==> config.mk <==
export PLATFORM = sky130hd
export DESIGN_NAME = instruction_register_flat
export DESIGN_NICKNAME = d
export VERILOG_FILES = /design/src/rtl/instruction_register_pkg.sv /design/src/rtl/instruction_register_if.sv /design/src/rtl/instruction_register_nmi_edge_detect.sv /design/src/rtl/instruction_register.sv /design/src/flat_wrapper.sv
export SDC_FILE = /design/constraint.sdc
export NUM_CORES = 1
export LEC_CHECK = 0
export BUFFER_PORTS_ARGS = -buffer_cell sky130_fd_sc_hd__clkbuf_2
export CAP_MARGIN = 20
export CORE_MARGIN = 2
export CORE_UTILIZATION = 44
export CTS_BUF_LIST = sky130_fd_sc_hd__clkbuf_16
export DETAILED_ROUTE_END_ITERATION = 12
export PLACE_DENSITY = 0.81
export SLEW_MARGIN = 5
export SYNTH_ARGS = -nofsm -noshare
export SYNTH_HDL_FRONTEND = slang
export SYNTH_SLANG_ARGS = --single-unit
==> constraint.sdc <==
create_clock -name clk -period 2 [get_ports clk]
set_clock_uncertainty 0.2 [all_clocks]
set_input_delay 0.6 -clock clk [delete_from_list [all_inputs] [get_ports clk]]
set_output_delay 0.6 -clock clk [all_outputs]
set_load 0.01 [all_outputs]
==> src/rtl/instruction_register_pkg.sv <==
`default_nettype none
// ============================================================================
// Module   : instruction_register_pkg
// Brief    : Shared encodings for the instruction register and its neighbours.
// Revision : 1.0
// ============================================================================
package instruction_register_pkg;

    typedef enum logic [1:0] {
        INT_NONE  = 2'd0,
        INT_IRQ   = 2'd1,
        INT_NMI   = 2'd2,
        INT_RESET = 2'd3
    } int_kind_t;

    localparam logic [7:0] BRK_OPCODE  = 8'h00;
    localparam logic [2:0] T_STATE_MAX = 3'd7;

    function automatic logic [2:0] t_state_inc(input logic [2:0] t);
        return (t == T_STATE_MAX) ? t : t + 3'd1;
    endfunction

endpackage
`default_nettype wire

==> src/rtl/instruction_register_if.sv <==
`default_nettype none
// ============================================================================
// Module   : instruction_register_if
// Brief    : Fetch-side bus and decoder-side outputs of the instruction register.
// Revision : 1.0
// ============================================================================
interface instruction_register_if
    import instruction_register_pkg::*;
();
    logic [7:0] data_in;
    logic       fetch;
    logic       rdy;
    logic       nmi;
    logic       irq;
    logic       i_flag;
    logic [7:0] opcode;
    logic       opcode_valid;
    logic [2:0] t_state;
    int_kind_t  int_kind;
    logic       pc_inc_inhibit;

    modport master (
        output data_in, fetch, rdy, nmi, irq, i_flag,
        input  opcode, opcode_valid, t_state, int_kind, pc_inc_inhibit
    );

    modport slave (
        input  data_in, fetch, rdy, nmi, irq, i_flag,
        output opcode, opcode_valid, t_state, int_kind, pc_inc_inhibit
    );
endinterface
`default_nettype wire

==> src/rtl/instruction_register_nmi_edge_detect.sv <==
`default_nettype none
// ============================================================================
// Module   : nmi_edge_detect
// Brief    : Rising-edge NMI capture; a new edge beats a same-cycle clear.
// Revision : 1.0
// ============================================================================
module nmi_edge_detect (
    input  wire logic clk,
    input  wire logic rst,
    input  wire logic nmi,
    input  wire logic clear,
    output logic      pending
);
    logic r_nmi_prev;
    logic r_nmi_pend;
    logic w_rise;

    assign w_rise = nmi & ~r_nmi_prev;

    // Runs independently of rdy so edges during wait states are never lost.
    always_ff @(posedge clk or posedge rst) begin
        if (rst) begin
            r_nmi_prev <= 1'b0;
            r_nmi_pend <= 1'b0;
        end else begin
            r_nmi_prev <= nmi;
            if (w_rise) begin
                r_nmi_pend <= 1'b1;
            end else if (clear) begin
                r_nmi_pend <= 1'b0;
            end
        end
    end

    assign pending = r_nmi_pend;
endmodule
`default_nettype wire

==> src/rtl/instruction_register.sv <==
`default_nettype none
// ============================================================================
// Module   : instruction_register
// Brief    : Opcode latch with BRK injection for RESET/NMI/IRQ and T-state counter.
// Revision : 1.0
// ============================================================================
module instruction_register
    import instruction_register_pkg::*;
(
    input  wire logic              clk,
    input  wire logic              rst,
    instruction_register_if.slave  bus
);
    logic [7:0] r_opcode;
    logic       r_opcode_valid;
    logic [2:0] r_t_state;
    int_kind_t  r_int_kind;
    logic       r_pc_inc_inhibit;
    logic       r_reset_pend;

    logic       w_accept;
    logic       w_nmi_pend;
    logic       w_nmi_clear;
    logic [7:0] w_sel_opcode;
    int_kind_t  w_sel_kind;

    assign w_accept = bus.fetch & bus.rdy;

    // Source priority uses only state registered before this cycle.
    always_comb begin
        w_sel_opcode = bus.data_in;
        w_sel_kind   = INT_NONE;
        if (r_reset_pend) begin
            w_sel_opcode = BRK_OPCODE;
            w_sel_kind   = INT_RESET;
        end else if (w_nmi_pend) begin
            w_sel_opcode = BRK_OPCODE;
            w_sel_kind   = INT_NMI;
        end else if (bus.irq & ~bus.i_flag) begin
            w_sel_opcode = BRK_OPCODE;
            w_sel_kind   = INT_IRQ;
        end
    end

    assign w_nmi_clear = w_accept & ~r_reset_pend & w_nmi_pend;

    nmi_edge_detect u_nmi_edge_detect (
        .clk     (clk),
        .rst     (rst),
        .nmi     (bus.nmi),
        .clear   (w_nmi_clear),
        .pending (w_nmi_pend)
    );

    always_ff @(posedge clk or posedge rst) begin
        if (rst) begin
            r_opcode         <= BRK_OPCODE;
            r_opcode_valid   <= 1'b0;
            r_t_state        <= 3'd0;
            r_int_kind       <= INT_NONE;
            r_pc_inc_inhibit <= 1'b0;
            r_reset_pend     <= 1'b1;
        end else if (w_accept) begin
            r_opcode         <= w_sel_opcode;
            r_opcode_valid   <= 1'b1;
            r_t_state        <= 3'd1;
            r_int_kind       <= w_sel_kind;
            r_pc_inc_inhibit <= (w_sel_kind != INT_NONE);
            r_reset_pend     <= 1'b0;
        end else if (bus.rdy) begin
            r_t_state        <= t_state_inc(r_t_state);
        end
    end

    assign bus.opcode         = r_opcode;
    assign bus.opcode_valid   = r_opcode_valid;
    assign bus.t_state        = r_t_state;
    assign bus.int_kind       = r_int_kind;
    assign bus.pc_inc_inhibit = r_pc_inc_inhibit;
endmodule
`default_nettype wire

==> src/flat_wrapper.sv <==
// flat-port wrapper written by rule: the top's interface ports become plain ports
module instruction_register_flat import instruction_register_pkg::*;
  (clk, rst, bus_data_in, bus_fetch, bus_rdy, bus_nmi, bus_irq, bus_i_flag, bus_opcode, bus_opcode_valid, bus_t_state, bus_int_kind, bus_pc_inc_inhibit);
  instruction_register_if bus_i ();
  input  wire logic clk;
  input  wire logic rst;
  input wire logic [$bits(bus_i.data_in)-1:0] bus_data_in;
  input wire logic [$bits(bus_i.fetch)-1:0] bus_fetch;
  input wire logic [$bits(bus_i.rdy)-1:0] bus_rdy;
  input wire logic [$bits(bus_i.nmi)-1:0] bus_nmi;
  input wire logic [$bits(bus_i.irq)-1:0] bus_irq;
  input wire logic [$bits(bus_i.i_flag)-1:0] bus_i_flag;
  output wire logic [$bits(bus_i.opcode)-1:0] bus_opcode;
  output wire logic [$bits(bus_i.opcode_valid)-1:0] bus_opcode_valid;
  output wire logic [$bits(bus_i.t_state)-1:0] bus_t_state;
  output wire logic [$bits(bus_i.int_kind)-1:0] bus_int_kind;
  output wire logic [$bits(bus_i.pc_inc_inhibit)-1:0] bus_pc_inc_inhibit;
  assign bus_i.data_in = bus_data_in;
  assign bus_i.fetch = bus_fetch;
  assign bus_i.rdy = bus_rdy;
  assign bus_i.nmi = bus_nmi;
  assign bus_i.irq = bus_irq;
  assign bus_i.i_flag = bus_i_flag;
  assign bus_opcode = bus_i.opcode;
  assign bus_opcode_valid = bus_i.opcode_valid;
  assign bus_t_state = bus_i.t_state;
  assign bus_int_kind = bus_i.int_kind;
  assign bus_pc_inc_inhibit = bus_i.pc_inc_inhibit;
  instruction_register u_core (.clk(clk), .rst(rst), .bus(bus_i));
endmodule
# [Word level (Yosys, flattened, before mapping)]
# Cells that the tools add are included.
[totals] regBits=18 latch_bits=0 mem_bits_rw=0 romBits=0 elab_cells=34 memories=0
[op_classes] add_sub_neg=1 multipliers=0 n_div=0 magnitude_cmp=0 n_eq_ne=2 shifts=0 n_mux=11 bitwise_logic=8 reduce_logical=4
[op_table] op="8-bit two-way mux" n=3
[op_table] op="3-bit two-way mux" n=3
[op_table] op="2-bit nonzero test" n=3
[op_table] op="1-bit bitwise AND" n=5
[op_table] op="2-bit two-way mux" n=2
[op_table] op="3-bit by 1-bit adder with 3-bit output, second input constant" n=1
[op_table] op="3-bit == test, second input constant" n=1
[op_table] op="1-bit two-way mux" n=3
[op_table] op="1-bit NOT" n=3
[op_table] op="2-bit by 1-bit != test with 1-bit output, second input constant" n=1
[op_table] op="2-bit AND reduction" n=1

# [Longest topological paths before layout]
[depth] word_depth=6 mapped_depth=5 ltp_nobuf=5

# [Hierarchy]
# Synthesis repeated with hierarchy kept, for this count alone.
[unflattened] hier_cells=55 area_unflattened_um2=716.9
[modules_own_cells] mod="instruction_register" instances=1 cells_per_inst=49 area_per_inst_um2=643.1 seq_area_each_um2=401.6
[modules_own_cells] mod="nmi_edge_detect" instances=1 cells_per_inst=6 area_per_inst_um2=73.8 seq_area_each_um2=50.0

# [Worst setup path before layout]
# No wires, ideal clock.
[synth_timing] path_kind="register -> register" start="reg u_core.r_t_state[0] (netlist: u_core.bus.t_state[0])" end="reg u_core.r_t_state[0] (netlist: u_core.bus.t_state[0])" t_arrival_ps=1200 slack_ps=460 stages_incl_launch_ff=5 cell_sequence="dfrtp_1 -> ha_1 -> ha_1 -> nor3b_1 -> mux2i_1"
[synth_via] elab_chain_len=4 elab_cells_between_ends=7
[synth_lines] element="from (decl)" line_no="instruction_register.sv:16" text="logic [2:0] r_t_state;"
[synth_lines] element="from (signal assigned)" line_no="instruction_register.sv:71" text="r_t_state <= t_state_inc(r_t_state);"
[synth_lines] element="3-bit by 1-bit adder with 3-bit output" line_no="instruction_register_pkg.sv:20" text="return (t == T_STATE_MAX) ? t : t + 3'd1;"
[synth_lines] element="3-bit two-way mux" line_no="instruction_register_pkg.sv:20"
[synth_lines] element="3-bit two-way mux" line_no="instruction_register.sv:70" text="end else if (bus.rdy) begin"
[synth_lines] element="3-bit two-way mux" line_no="instruction_register.sv:63" text="end else if (w_accept) begin"
# Parallel ways exist; a longest one is shown, timed or not. The select of a mux whose other input is x is not followed.
# A chain may end at the register's enable or synchronous reset.

# [Worst setup path in the final report]
[layout_timing] start="reg u_core.r_t_state[0] (netlist: u_core.bus.t_state[0])" end="reg u_core.r_t_state[1] (netlist: u_core.bus.t_state[1])"
# Same word-level chain as after synthesis.

==> out/qor.csv <==
stage,metric,value,unit
status,outcome,"complete, no violations",
route,maxUsedRoutingLayer,met4,
critical_path,path_buf_inv,0,
yosys,syn_inst,53,
cells_and_area,n_antenna_cell,0,
yosys,yosysSeqAreaShare,0.645,
critical_path,critPathMaxStageDelay,0.40,ns
route,met1_length,585,µm
placement,dp_slack,0.230,ns
cells_and_area,num-fill-cells,127,
critical_path,regToRegSetupSlack,0.36,ns
die,die-area,1930,µm²
cells_and_area,area_growth,36.4,%
route,wirelength,1360,µm
critical_path,cp-end-kind,flop,
route,wl_met2,660,µm
yosys,yosysWarnings,0,
hold_path,min_path_type,input port to asynchronous set/reset pin,
clock_network,cts_root_buf,clkbuf_16,
clock_network,clk_pin_slew_worst_paths,0.05,ns
route,drt_iter0_drc,2,
clock_network,cts_made_buffers,3,
die,num_rows,14,
sta,min_period,1.64,ns
job,cap_violations,0,
clock_network,h-tree-depth,1,
critical_path,ff2ff_path_depth,4,
critical_path,worstPathCellList,"ha_1, ha_1, nor3b_1, a22o_1",
clock_network,cts_buffer_depth,2,
global_routing,grt_pass1_vias,505,
route,dr_wl_met3,92,µm
sta,max-slew-margin-rel,0.652,
die,core,1510,µm²
sta,final.setup.worst_slack,0.359,ns
clock_network,postCtsSetupBuffers,0,
sta,holdWs,0.137,ns
global_routing,track_usage,0.163,
clock_network,clock-sinks,18,
sta,final.setup.tns,0,ns
sta,fin_crit_sh,0.821,
cells_and_area,nets,105,
sta,timing.fmax,0.609,GHz
placement,io_buffer_count,29,
clock_network,cts_tree,done,
route,drtPass1Iterations,2,
pwr,leakagePower,0.000495,µW
yosys,synth_nets,70,
sta,tightestPinTransition,0.518,ns
route,num_vias,536,
critical_path,path_class,flop to flop,
die,die_w,43.9,µm
clock_network,insertion_delay,0.25,ns
critical_path,arrival,1.63,ns
route,ant_nets,0,
clock_network,post_cts_resized,0,
cells_and_area,drive_gt1_frac,0.425,
die,pin_count,30,
global_routing,grt_max_degree,19,
placement,hpwlAfterDp,981,µm
route,remaining_drc_errors,0,
clock_network,cts.hold.buffers_added,0,
critical_path,slowest_stage,dfrtp_1,
global_routing,antenna_found_initial,0,
route,wl_per_cell,13.2,µm
yosys,ys_ff_latch,18,
global_routing,grt_overflow,0,
pwr,powerDensity,1010,nW/µm²
yosys,netlist-cell-type-count,18,
sta,rsz0062_at_grt,no,
pwr,max-vdd-ir-drop,0.485,mV
die,die_h,43.9,µm
critical_path,r2r-start,u_core.bus.t_state[0],
global_routing,grt_pass1_wl,2200,µm
yosys,synth_area,701,µm²
route,viasPerCell,5.20,
critical_path,crit_path_max_fanout,3,
die,start_util,0.465,
critical_path,critPathLaunchType,flop,
critical_path,crit_required,1.99,ns
sta,drv_slew,0,
critical_path,critPathMostFrequentCell,ha_1,
placement,globalplace.congestion,0.676,
critical_path,worstReg2RegEnd,u_core.bus.t_state[1],
sta,setup_violations,0,
sta,hold_viol_final,0,
critical_path,cp_top_family,adder cells,
yosys,syn_avg_cell_area,13.2,µm²
==> placed cells by master (no fill, tap or decap) <==
cell type / netlist / final
nand2_2: 1 / 1
nand2b_1: 1 / 1
nor3_1: 1 / 1
nor4_4: 1 / 1
and2_1: 1 / 1
nor2b_1: 1 / 1
a22o_1: 10 / 10
mux2i_1: 1 / 1
dfrtp_1: 17 / 17
a21oi_1: 3 / 3
clkbuf_16: 0 / 3
a211oi_1: 1 / 1
clkinv_1: 0 / 1
clkbuf_2: 0 / 29
ha_1: 2 / 2
o21ai_0: 3 / 3
nor3b_1: 1 / 1
inv_1: 4 / 4
nor2_1: 3 / 3
dfstp_2: 1 / 1
buf_4: 0 / 2
==> cell usage after synthesis <==
cell type | n | share of area
nor3_1 | 1 | 0.0071
ha_1 | 2 | 0.036
a211oi_1 | 1 | 0.011
nand2b_1 | 1 | 0.0089
mux2i_1 | 1 | 0.014
dfrtp_1 | 17 | 0.61
nand2_2 | 1 | 0.0089
dfstp_2 | 1 | 0.038
o21ai_0 | 3 | 0.021
nor3b_1 | 1 | 0.011
nor2_1 | 3 | 0.016
and2_1 | 1 | 0.0089
nor2b_1 | 1 | 0.0089
a21oi_1 | 3 | 0.021
a22o_1 | 10 | 0.12
nor4_4 | 1 | 0.030
clkbuf_1 | 1 | 0.0054
inv_1 | 4 | 0.021
==> logic make-up (layout without fill, tap and decap cells) <==
| kind of cell | Yosys count | count (layout) | share of synthesized area |
|---|---|---|---|
| fa+ha+maj | 2 | 2 | 0.0357 |
| flops | 18 | 18 | 0.645 |
| mux | 1 | 1 | 0.0143 |
| simple gates | 10 | 10 | 0.100 |
| buf+inv | 5 | 39 | 0.0268 |
| compound gates | 17 | 17 | 0.179 |
==> metal layers <==
metal / global-route usage / vias to the layer above
met2: 0.244 / 19
met1: 0.201 / 256
met3: 0.0500 / 3
met4: 0.109 / 0
li1: - / 258
met5: 0 / -
==> power by group <==
group / switching [µW] / internal (µW)
clock: 126 / 265
sequential: 25.7 / 404
combinational: 73.8 / 69.4
total: 225 / 739
==> worst max-delay path by stage <==
stage                                startpoint               endpoint  slack [ns]  depth (start not counted)
after floorplan           u_core.bus.t_state[0]  u_core.bus.t_state[0]        0.46                          4
after global placement                bus_fetch   u_core.bus.opcode[0]        0.27                          4
after detailed placement              bus_fetch   u_core.bus.opcode[0]        0.23                          4
after CTS                 u_core.bus.t_state[0]  u_core.bus.t_state[0]        0.32                          4
after global routing      u_core.bus.t_state[0]  u_core.bus.t_state[1]        0.21                          4
final                     u_core.bus.t_state[0]  u_core.bus.t_state[1]        0.36                          4
==> area by class of cell <==
| cell class | instances | area (µm²) | area share |
|---|---|---|---|
| well taps | 16 | 20.0 | 0.0209 |
| clock inverters | 1 | 3.75 | 0.00393 |
| inverters | 4 | 15.0 | 0.0157 |
| multi-input cells | 30 | 230 | 0.241 |
| flip-flops and latches | 18 | 452 | 0.473 |
| clock buffers | 3 | 75.1 | 0.0785 |
| repair buffers | 31 | 160 | 0.168 |
==> registers in the layout, indices dropped and copies added, names as in the netlist <==
| signal | count |
|---|---|
| u_core.bus.int_kind | 2 |
| u_core.bus.t_state | 3 |
| u_core.r_reset_pend | 1 |
| u_core.u_nmi_edge_detect.pending | 1 |
| u_core.bus.pc_inc_inhibit | 1 |
| u_core.bus.opcode | 8 |
| u_core.u_nmi_edge_detect.r_nmi_prev | 1 |
| u_core.bus.opcode_valid | 1 |
==> tightest hold or removal path: stages <==
cell	delay (ns)
clkbuf_2	0.08
inv_1	0.04
buf_4	0.24
==> stage by stage <==
step           utilization  std cells  total power [µW]  cell area, µm²
2_1_floorplan            -         53               510             701
3_3_place_gp         0.582         99               574             877
3_5_place_dp         0.582         99               580             877
4_1_cts              0.635        103               976             956
5_1_grt              0.635        103              1020             956
6_report             0.635        103               964             956
Power figures use the tool's default switching activity.
